===== src/rtl/cpu_bus_unit.sv =====
// cpu_bus_unit
// Multi-cycle bus interface unit. Arbitrates instruction fetch and load/store
// requests onto one external valid/ready bus. The unit supports variable wait
// states, per-byte lane enables, load extension, misalignment detection and a
// wait-state timeout.
//
// Ports
//   clk, reset                   clock (rising edge), async active-high reset
//   fetch_req/fetch_addr         fetch request, held until fetch_ack
//   fetch_ack/instr/err          one-cycle completion pulse with result
//   mem_req/we/size/unsigned     load/store request, held until mem_ack
//   mem_addr/mem_wdata           data address, right-aligned store data
//   mem_ack/rdata/err            one-cycle completion pulse with result
//   bus_valid/we/addr/be/wdata   external bus request (addr lane bits zero)
//   bus_rdata/bus_ready          external bus response
//   busy                         a bus cycle is in progress
module cpu_bus_unit #(
    parameter int ADDR_W  = 32,
    parameter int DATA_W  = 32,
    parameter int TIMEOUT = 15
) (
    input  logic                clk,
    input  logic                reset,
    input  logic                fetch_req,
    input  logic [ADDR_W-1:0]   fetch_addr,
    output logic                fetch_ack,
    output logic [31:0]         fetch_instr,
    output logic                fetch_err,
    input  logic                mem_req,
    input  logic                mem_we,
    input  logic [1:0]          mem_size,
    input  logic                mem_unsigned,
    input  logic [ADDR_W-1:0]   mem_addr,
    input  logic [DATA_W-1:0]   mem_wdata,
    output logic                mem_ack,
    output logic [DATA_W-1:0]   mem_rdata,
    output logic                mem_err,
    output logic                bus_valid,
    output logic                bus_we,
    output logic [ADDR_W-1:0]   bus_addr,
    output logic [DATA_W/8-1:0] bus_be,
    output logic [DATA_W-1:0]   bus_wdata,
    input  logic [DATA_W-1:0]   bus_rdata,
    input  logic                bus_ready,
    output logic                busy
);

    localparam int NB = DATA_W / 8;
    localparam int LW = $clog2(NB);
    localparam int CW = (TIMEOUT > 0) ? $clog2(TIMEOUT + 1) : 1;
    // Value the wait counter holds on the edge that would take it to TIMEOUT.
    localparam logic [CW-1:0] CNT_LAST = (TIMEOUT > 0) ? CW'(TIMEOUT - 1) : '0;

    typedef enum logic [1:0] {
        IDLE  = 2'd0,
        FETCH = 2'd1,
        DATA  = 2'd2
    } state_t;

    state_t          state_q, state_d;
    logic [CW-1:0]   cnt_q, cnt_d;
    logic [LW-1:0]   lane_q, lane_d;
    logic [1:0]      size_q, size_d;
    logic            uns_q, uns_d;

    logic                valid_d, we_d;
    logic [ADDR_W-1:0]   addr_d;
    logic [NB-1:0]       be_d;
    logic [DATA_W-1:0]   wdata_d;
    logic                fack_d, ferr_d, mack_d, merr_d;
    logic [31:0]         finstr_d;
    logic [DATA_W-1:0]   mrdata_d;

    logic                mem_bad, fetch_bad, timeout_hit;
    logic [LW-1:0]       mem_lane, fetch_lane;

    function automatic logic [NB-1:0] lane_enables(input logic [1:0] size,
                                                   input logic [LW-1:0] lane);
        logic [NB-1:0] base;
        case (size)
            2'd0:    base = NB'(1);
            2'd1:    base = NB'(3);
            2'd2:    base = NB'(15);
            default: base = '1;
        endcase
        return base << lane;
    endfunction

    // Shift the addressed bytes down to bit 0, keep the access size, then
    // sign- or zero-extend to the full data width.
    function automatic logic [DATA_W-1:0] extend_load(input logic [DATA_W-1:0] raw,
                                                      input logic [LW-1:0]     lane,
                                                      input logic [1:0]        size,
                                                      input logic              zero_ext);
        logic [DATA_W-1:0] shifted;
        logic signed [7:0]  b;
        logic signed [15:0] h;
        logic signed [31:0] w;
        shifted = raw >> {lane, 3'b000};
        b = shifted[7:0];
        h = shifted[15:0];
        w = shifted[31:0];
        case (size)
            2'd0: begin
                if (zero_ext) return DATA_W'(shifted[7:0]);
                else          return DATA_W'(b);
            end
            2'd1: begin
                if (zero_ext) return DATA_W'(shifted[15:0]);
                else          return DATA_W'(h);
            end
            2'd2: begin
                if (zero_ext) return DATA_W'(shifted[31:0]);
                else          return DATA_W'(w);
            end
            default: return shifted;
        endcase
    endfunction

    function automatic logic [31:0] select_word(input logic [DATA_W-1:0] raw,
                                                input logic [LW-1:0]     lane);
        logic [DATA_W-1:0] shifted;
        shifted = raw >> {lane, 3'b000};
        return shifted[31:0];
    endfunction

    assign mem_lane    = mem_addr[LW-1:0];
    assign fetch_lane  = fetch_addr[LW-1:0];
    assign fetch_bad   = |fetch_addr[1:0];
    assign timeout_hit = (TIMEOUT > 0) && (cnt_q == CNT_LAST);
    assign busy        = (state_q != IDLE);

    // A dword access is only legal on a 64-bit bus.
    always_comb begin
        case (mem_size)
            2'd0:    mem_bad = 1'b0;
            2'd1:    mem_bad = mem_addr[0];
            2'd2:    mem_bad = |mem_addr[1:0];
            default: mem_bad = (DATA_W == 32) ? 1'b1 : |mem_addr[2:0];
        endcase
    end

    always_comb begin
        state_d  = state_q;
        cnt_d    = cnt_q;
        lane_d   = lane_q;
        size_d   = size_q;
        uns_d    = uns_q;
        valid_d  = bus_valid;
        we_d     = bus_we;
        addr_d   = bus_addr;
        be_d     = bus_be;
        wdata_d  = bus_wdata;
        fack_d   = 1'b0;
        ferr_d   = 1'b0;
        finstr_d = '0;
        mack_d   = 1'b0;
        merr_d   = 1'b0;
        mrdata_d = '0;

        case (state_q)
            IDLE: begin
                // The cycle carrying an ack is dead time, so a requester that
                // keeps its request high is restarted one cycle later.
                if (!fetch_ack && !mem_ack) begin
                    if (mem_req) begin
                        if (mem_bad) begin
                            mack_d = 1'b1;
                            merr_d = 1'b1;
                        end else begin
                            state_d = DATA;
                            cnt_d   = '0;
                            valid_d = 1'b1;
                            we_d    = mem_we;
                            addr_d  = {mem_addr[ADDR_W-1:LW], {LW{1'b0}}};
                            be_d    = lane_enables(mem_size, mem_lane);
                            wdata_d = mem_wdata << {mem_lane, 3'b000};
                            lane_d  = mem_lane;
                            size_d  = mem_size;
                            uns_d   = mem_unsigned;
                        end
                    end else if (fetch_req) begin
                        if (fetch_bad) begin
                            fack_d = 1'b1;
                            ferr_d = 1'b1;
                        end else begin
                            state_d = FETCH;
                            cnt_d   = '0;
                            valid_d = 1'b1;
                            we_d    = 1'b0;
                            addr_d  = {fetch_addr[ADDR_W-1:LW], {LW{1'b0}}};
                            be_d    = lane_enables(2'd2, fetch_lane);
                            wdata_d = '0;
                            lane_d  = fetch_lane;
                            size_d  = 2'd2;
                            uns_d   = 1'b0;
                        end
                    end
                end
            end

            FETCH: begin
                // Ready wins over a timeout reached on the same edge.
                if (bus_ready) begin
                    state_d  = IDLE;
                    valid_d  = 1'b0;
                    fack_d   = 1'b1;
                    finstr_d = select_word(bus_rdata, lane_q);
                end else if (timeout_hit) begin
                    state_d = IDLE;
                    valid_d = 1'b0;
                    fack_d  = 1'b1;
                    ferr_d  = 1'b1;
                end else begin
                    cnt_d = cnt_q + 1'b1;
                end
            end

            DATA: begin
                if (bus_ready) begin
                    state_d  = IDLE;
                    valid_d  = 1'b0;
                    mack_d   = 1'b1;
                    mrdata_d = bus_we ? '0 : extend_load(bus_rdata, lane_q, size_q, uns_q);
                end else if (timeout_hit) begin
                    state_d = IDLE;
                    valid_d = 1'b0;
                    mack_d  = 1'b1;
                    merr_d  = 1'b1;
                end else begin
                    cnt_d = cnt_q + 1'b1;
                end
            end

            default: begin
                state_d = IDLE;
                valid_d = 1'b0;
            end
        endcase
    end

    always_ff @(posedge clk or posedge reset) begin
        if (reset) begin
            state_q     <= IDLE;
            cnt_q       <= '0;
            lane_q      <= '0;
            size_q      <= '0;
            uns_q       <= 1'b0;
            bus_valid   <= 1'b0;
            bus_we      <= 1'b0;
            bus_addr    <= '0;
            bus_be      <= '0;
            bus_wdata   <= '0;
            fetch_ack   <= 1'b0;
            fetch_err   <= 1'b0;
            fetch_instr <= '0;
            mem_ack     <= 1'b0;
            mem_err     <= 1'b0;
            mem_rdata   <= '0;
        end else begin
            state_q     <= state_d;
            cnt_q       <= cnt_d;
            lane_q      <= lane_d;
            size_q      <= size_d;
            uns_q       <= uns_d;
            bus_valid   <= valid_d;
            bus_we      <= we_d;
            bus_addr    <= addr_d;
            bus_be      <= be_d;
            bus_wdata   <= wdata_d;
            fetch_ack   <= fack_d;
            fetch_err   <= ferr_d;
            fetch_instr <= finstr_d;
            mem_ack     <= mack_d;
            mem_err     <= merr_d;
            mem_rdata   <= mrdata_d;
        end
    end

endmodule

===== config.mk =====
export PLATFORM = sky130hd
export DESIGN_NAME = cpu_bus_unit
export DESIGN_NICKNAME = d
export VERILOG_FILES = /design/src/rtl/cpu_bus_unit.sv
export SDC_FILE = /design/constraint.sdc
export NUM_CORES = 1
export LEC_CHECK = 0
export ABC_AREA = 1
export CAP_MARGIN = 5
export CORE_MARGIN = 2
export CORE_UTILIZATION = 44
export CTS_CLUSTER_SIZE = 16
export DETAILED_ROUTE_END_ITERATION = 8
export GPL_ROUTABILITY_DRIVEN = 1
export PLACE_DENSITY = 0.92
export SETUP_SLACK_MARGIN = 0.4
export SYNTH_ARGS = -nofsm -noshare
export SYNTH_HDL_FRONTEND = slang
export SYNTH_SLANG_ARGS = --single-unit

===== constraint.sdc =====
create_clock -name clk -period 5.91 [get_ports clk]
set_input_delay 1.182 -clock clk [delete_from_list [all_inputs] [get_ports clk]]
set_output_delay 1.182 -clock clk [all_outputs]
set_load 0.01 [all_outputs]

==> results.md <==
* Antenna Violating Nets Remaining at 0
* R2R cell count at 7
* Post-Synth Simple-Gate Area at between 20% and 30%
* Via/cell ratio at between 5 and 6
* Worst R2R Start: state_q[0]
* Die Wd at about 130 microns
* Initial DRT Pass Iterations at 7
* Synth Warn # at 0
* DRC Markers at 0
* P_int at about 2.8 mW
* Clock power frac at 26.4%
* Initial Utilization at 45.14%
* Num CTS Buffers at 17
* Max clock buf depth at 2
* Met3 routed WL at around 2 mm
* Relative slew slack at about 20%
* Post-cts sizing count at 0
* Area share of the largest cell type after synthesis at a little over half
* Multi-input gate area at approximately 2700 sq um
* Outcome: complete, no violations
* Synth cell types at 32
* Worst setup path start: mem_addr[0]
* ANT cells at 0
* Crit-path slowest cell: nand2_4
* Clock Latency Late Sink at between 0.4 and 0.5 ns
* Met1 WL at 7.916 mm
* Clk sink count at 147
* Mux contribution to synthesized area at approximately 4.5%
* Setup TNS at 0 ns
* Setup crit end: size_q[0]
* Htree depth at 4
* Clock transition at path regs at about 0.060 ns
* Seq. cell area at 3679 sq um
* Hold Fails Final Rpt at 0
* Main combinational cell family by area after synthesis: simple AND/OR/NAND/NOR gates
* Final worst slack at 2.314 ns
* Commonest cells post-synth: nand2_1 (248), dfrtp_1 (147), nor2_1 (70)
* Root Driver: clkbuf_16
* Highest Signal Layer: met4
* Count leader, synth: nand2_1
* Global route overflow at 0
* Crit-path max FO at ~120
* RePlAce Congestion at just under 0.9
* Postcts setup bufs at 0
* Share of cells above drive strength 1 at about 4.8%
* Lkg Pwr at slightly below 5 nW
* Area grow syn2layout at 49.21%
* Number of global-route vias before repair at between 6,000 and 7,000
* Row count at 45
* WP buf/inv at 3
* Synth Area in Compound Gates at 11.83%
* Post-DP HPWL at ~15 mm
* F_max at 278.0 MHz
* Die area at 16,610 sq um
* FFs w/ async S/R, synth at between 90% and 100%
* 1st-iter DRT viols at ~560
* FF+latch count, synth at approximately 150
* First-pass GRT wire length at around 32 mm
* Stages on worst setup path at 8
* Flop-to-flop setup slack at 3.27 ns
* Top delay family on crit path: simple AND/OR/NAND/NOR gates
* Reg2reg end: size_q[0]
* Post-synth top area cell: dfrtp_1
* Post-Synth XOR/XNOR Area at 0.1276%
* Tcrit/Tclk final at 60.85%
* I/O pin count at between 200 and 300
* Sequential share of power at between 30% and 40%
* Combinational cell fraction of total power at 40.3%
* DP Worst Slack at 1.946 ns
* Post-synth EDFFs at 0
* TritonCTS clock tree: yes
* Initial antenna violation count at 0
* Sw frac at a little over a third
* CP Launch Type: input pin
* Post-place instance area at around 9600 sq um
* Hold Buf Count CTS at 0
* Worst-path cell chain: clkdlybuf4s50_1 > buf_4 > o21ai_1 > nand2_1 > nand2_1 > nand2_4 > inv_4 > o21ai_0
* Max Slew Vio Count at 0
* Routed wl met2 at between 9 and 10 mm
* Area of the mapped netlist at 6863 sq um
* Setup CP Type: input pin to flop
* Seq/Total Area, Yosys at a little over half
* Maxcap violations at 0
* Buffers added on ports at ~270
* Post-Route Skew at roughly 0.0085 ns
* Final Net Count at between 1,000 and 1,500
* Data arrival, critical path at slightly below 4 ns
* Period minus WS final at approximately 3.6 ns
* Largest net degree at the start of global routing at 120
* Wire per inst at ~16 microns
* RSZ-0062 raised after global routing: false
* Worst Path Required at roughly 6.2 ns
* Die height at 128.9 microns
* Crit-path max cell delay at around 0.87 ns
* Worst vdd ir at between 0.0002 and 0.00025 V
* Final setup viols at 0
* Crit end category: flop
* Global Route Usage Sum at approximately 25%
* Most used cell, CP: nand2_1
* Synth Instances at roughly 810
* Core area at roughly 15,000 sq um
* Main flop type after synthesis: dfrtp_1
* Power per cell area at 432.5 nW/um^2
* Synth area leaders: dfrtp_1 (54%), nand2_1 (14%), mux2i_1 (4.5%)
* Worst min path class: flop to flop
* Worst Tran Pin Value at between 1 and 1.5 ns
* Adder-cell area share of the yosys netlist at less than 1%
* # fillers at roughly 1,200
* Average size of a mapped cell at about 8.5 sq um
* Design area at roughly 10,000 sq um
* Via count at approximately 6,500
* Final WL at approximately 20 mm
* P_sw at 1.584 mW
## cell type report
type	instances	area share, %
Clock buffer	20	4.264
Clock inverter	12	2.004
Inverter	63	2.432
Multi-Input combinational cell	554	26.15
Sequential cell	147	35.92
Tap cell	188	2.297
Timing Repair Buffer	277	26.93
## worst min path at each step
| stage | from | endpoint | cells past startpoint |
|---|---|---|---|
| after floorplan | state_q[1] | state_q[1] | 2 |
| after global placement | bus_wdata[9] | bus_wdata[9] | 2 |
| after detailed placement | bus_wdata[18] | bus_wdata[18] | 2 |
| after CTS | bus_wdata[9] | bus_wdata[9] | 2 |
| after global routing | bus_wdata[29] | bus_wdata[29] | 2 |
| final | bus_addr[21] | bus_addr[21] | 2 |
## flip-flops by register name, indices dropped and copies added, names as in the netlist, 2 cells and up
name,flops
bus_wdata,32
state_q,2
size_q,2
bus_addr,30
cnt_q,4
mem_rdata,32
lane_q,2
bus_be,4
fetch_instr,32
## routing by layer
metal | vias up | global-route usage, %
li1 | 3106 | -
met1 | 3022 | 29.60
met2 | 366 | 42.14
met3 | 43 | 7.609
met4 | 0 | 10.74
met5 | - | 0
## cell usage in the layout, fill, tap and decap left out, types with 3 or more instances in the layout
master	n
nand3_1	27
o32ai_1	7
clkbuf_16	17
o211ai_1	8
o21ai_0	61
nor2_2	3
clkinv_4	3
mux2i_1	31
clkbuf_1	3
dfrtp_1	147
o21ai_1	48
nand2_1	247
nand4_1	6
clkdlybuf4s50_1	272
inv_6	3
nor2_1	70
inv_1	58
buf_4	4
a21oi_1	26
ha_1	5
bufinv_16	5
## metrics by stage
stage               hold slack (ns)  instances  util, %  power [mW]
floorplan                    0.4675        812        -       2.422
global placement             0.4628       1229    63.14       3.207
detailed placement           0.4669       1229    63.14       3.254
CTS                          0.4906       1261    67.36       4.452
global route                 0.5083       1261    67.36       4.705
finish                       0.4871       1261    67.36       4.429
## power groups by stage
stage	sequential [mW]	combinational, mW	clock [mW]
after floorplan	1.57	0.854	0
after global placement	1.48	1.73	0
after detailed placement	1.48	1.77	0
after CTS	1.47	1.79	1.19
after global routing	1.51	1.97	1.23
final	1.48	1.78	1.17
## worst min-delay path, delay by kind of cell (launching register included)
family | cells | cell delay [ns]
DFF | 1 | 0.34
AOI/OAI and AO/OA | 1 | 0.06
and+or+nand+nor | 1 | 0.05
## cells by family (layout without fill, tap and decap cells)
group	count (synthesis)	in the layout
AND/OR/NAND/NOR	363	363
AO/OA/AOI/OAI	152	152
flip-flops	147	147
buffers and inverters	111	372
multiplexers	31	31
adder cells (fa/ha/maj)	5	5
other	1	2
XOR/XNOR	1	1
(Power assumes the default switching activity.)
==> RTL edit (same settings) <==
The 3 states of `state_t` get a one-hot encoding in 3 bits.
--- a/src/rtl/cpu_bus_unit.sv
+++ b/src/rtl/cpu_bus_unit.sv
@@ -53,6 +53,6 @@
 
-    typedef enum logic [1:0] {
-        IDLE  = 2'd0,
-        FETCH = 2'd1,
-        DATA  = 2'd2
+    typedef enum logic [2:0] {
+        IDLE  = 3'b001,
+        FETCH = 3'b010,
+        DATA  = 3'b100
     } state_t;
Check against the original RTL: same outputs for any inputs over 4 cycles, from zero or initial values and one cycle with reset high; so few cycles prove little.
==> RTL edit against the original RTL <==
Final area grew 1.0%. Die area grew 2.7%. Sequential cell count up 1. Via count is 0.15% lower. Synthesized area increased by 2.8%. Worst setup slack improved by 0.25 ns. Core utilization shrank 1.8 points. Total power fell by 2.7%. Final cell count increased by 1.0%. Synthesized cell count shrank 2.0%. Wire length increased by 3.8%. Clock skew hardly changed. Critical path depth up 1. Critical path type unchanged.
==> RTL edit: results (changes against the original RTL) <==
run_status:
  status: "finished, final reports clean"
global_route:
  via_count_of_the_first_global_routing_pass: 6186  # -1.7%
  grtUsageTotal: 0.2502  # +0.0006869
  grt_start_max_net_pins: 109  # -9.2%
  use_met3: 0.07818  # +0.002084
  use_met2: 0.4280  # +0.006589
  groute.layer.met1.usage: 0.2879  # -0.008147
  grt_pass1_wl_um: 32290  # +1.9%
power_and_ir_drop:
  clock_network_fraction_of_total_power: 0.248  # -0.016
  pwr_density_nw_per_um2: 416.8  # -3.6%
  swShare: 0.3831  # +0.02550
  p_switching_mw: 1.651  # +4.3%
  p_leak_nw: 4.749  # -2.8%
drt:
  routedLengthMet1_um: 7891  # -0.32%
  route.met2.wl_um: 10400  # +5.0%
  detail_route.wl_per_cell_um: 16.67  # +2.8%
  detail_route.first_pass.iterations: 5  # -2
  dr_total_vias: 6527  # -0.15%
  met3WireLength_um: 2190  # +11%
  detail_route.iter0.violations: 514  # -8.1%
final_layout:
  nonClockInverterCount: 55  # -13%
  num-fill-cells: 1247  # +8.4%
  buffers: 279  # +0.72%
  num-multi-input-gates: 544  # -1.8%
  clock_area_frac: 0.05650  # -0.006187
  nFlopsAndLatches: 148  # +0.68%
  final-instance-count-excl-fill: 1274  # +1.0%
  bufAreaShareNonClock: 0.2681  # -0.001219
  drive_gt1_frac: 0.09452  # +0.04699
  clkbuf_count: 17  # -15%
synthesis:
  share_of_synthesized_area_occupied_by_flip_flops_and_latches: 0.5252  # -0.01082
  yosys-top-cells-area: "sky130_fd_sc_hd__dfrtp_1, sky130_fd_sc_hd__nand2_1, sky130_fd_sc_hd__mux2i_1"
  top_cells_by_instance_count_after_synthesis: "sky130_fd_sc_hd__nand2_1, sky130_fd_sc_hd__dfrtp_1, sky130_fd_sc_hd__nor2_1, sky130_fd_sc_hd__o21ai_0, sky130_fd_sc_hd__inv_1"
  ys_types: 34  # +6.3%
worst_setup_path:
  timing.critical_path.slowest_cell_delay_ns: 0.55  # -0.32 ns
  critPathMaxFanout: 63  # -47%
  critical_path.slowest_cell: "sky130_fd_sc_hd__nand3_4"
  critical_path.top_delay_family: "buffers and inverters"
  critical_path_arrival_ns: 3.69  # -0.22 ns
  rr_endpoint: "fetch_instr[6]"
  endpoint: "size_q[1]"
  reg2reg_from: "lane_q[0]"
placement:
  post-place-cells: 1242  # +1.1%
  hpwl_um: 15800  # +7.9%
  detailedPlace.worstSlack_ns: 2.163  # +0.2168 ns
  finalWeightedCongestion: 0.9372  # +7.2%
timing:
  worst_hold_slack_ns: 0.4749  # -0.01222 ns
  timing.final.ws_setup_ns: 2.569  # +0.2550 ns
  worst_clock_skew_ns: 0.008543  # +0.00004985 ns
die:
  die-area_sq_um: 17060  # +2.7%
cts:
  clock_latency_ns: 0.43  # +0.02 ns
worst_hold_path:
  hold_end: "bus_valid"
  hold_path.startpoint: "bus_valid"
==> RTL edit: cell types whose count changed in the layout (fill, tap and decap cells not counted), moves of 7 or more <==
cell and change:
sky130_fd_sc_hd__a21oi_1 -7, sky130_fd_sc_hd__nand3_1 +13, sky130_fd_sc_hd__o32ai_1 -7, sky130_fd_sc_hd__inv_1 -10
sky130_fd_sc_hd__nand2_1 -38, sky130_fd_sc_hd__nor2_1 -10, sky130_fd_sc_hd__nor2_2 +10, sky130_fd_sc_hd__o21ai_2 +30
sky130_fd_sc_hd__o21a_1 +7
==> RTL edit: cell families (layout without fill, tap and decap cells) <==
group	Yosys count	after routing	synth area share
AOI/OAI and AO/OA	169	169	0.1407
xor gates and xnor gates	2	2	0.002484
adders and majority gates	2	2	0.003547
buffers and inverters	104	366	0.07928
DFF	148	148	0.5252
muxes	31	31	0.04399
other	1	2	0.0005316
and+or+nand+nor	338	338	0.2043
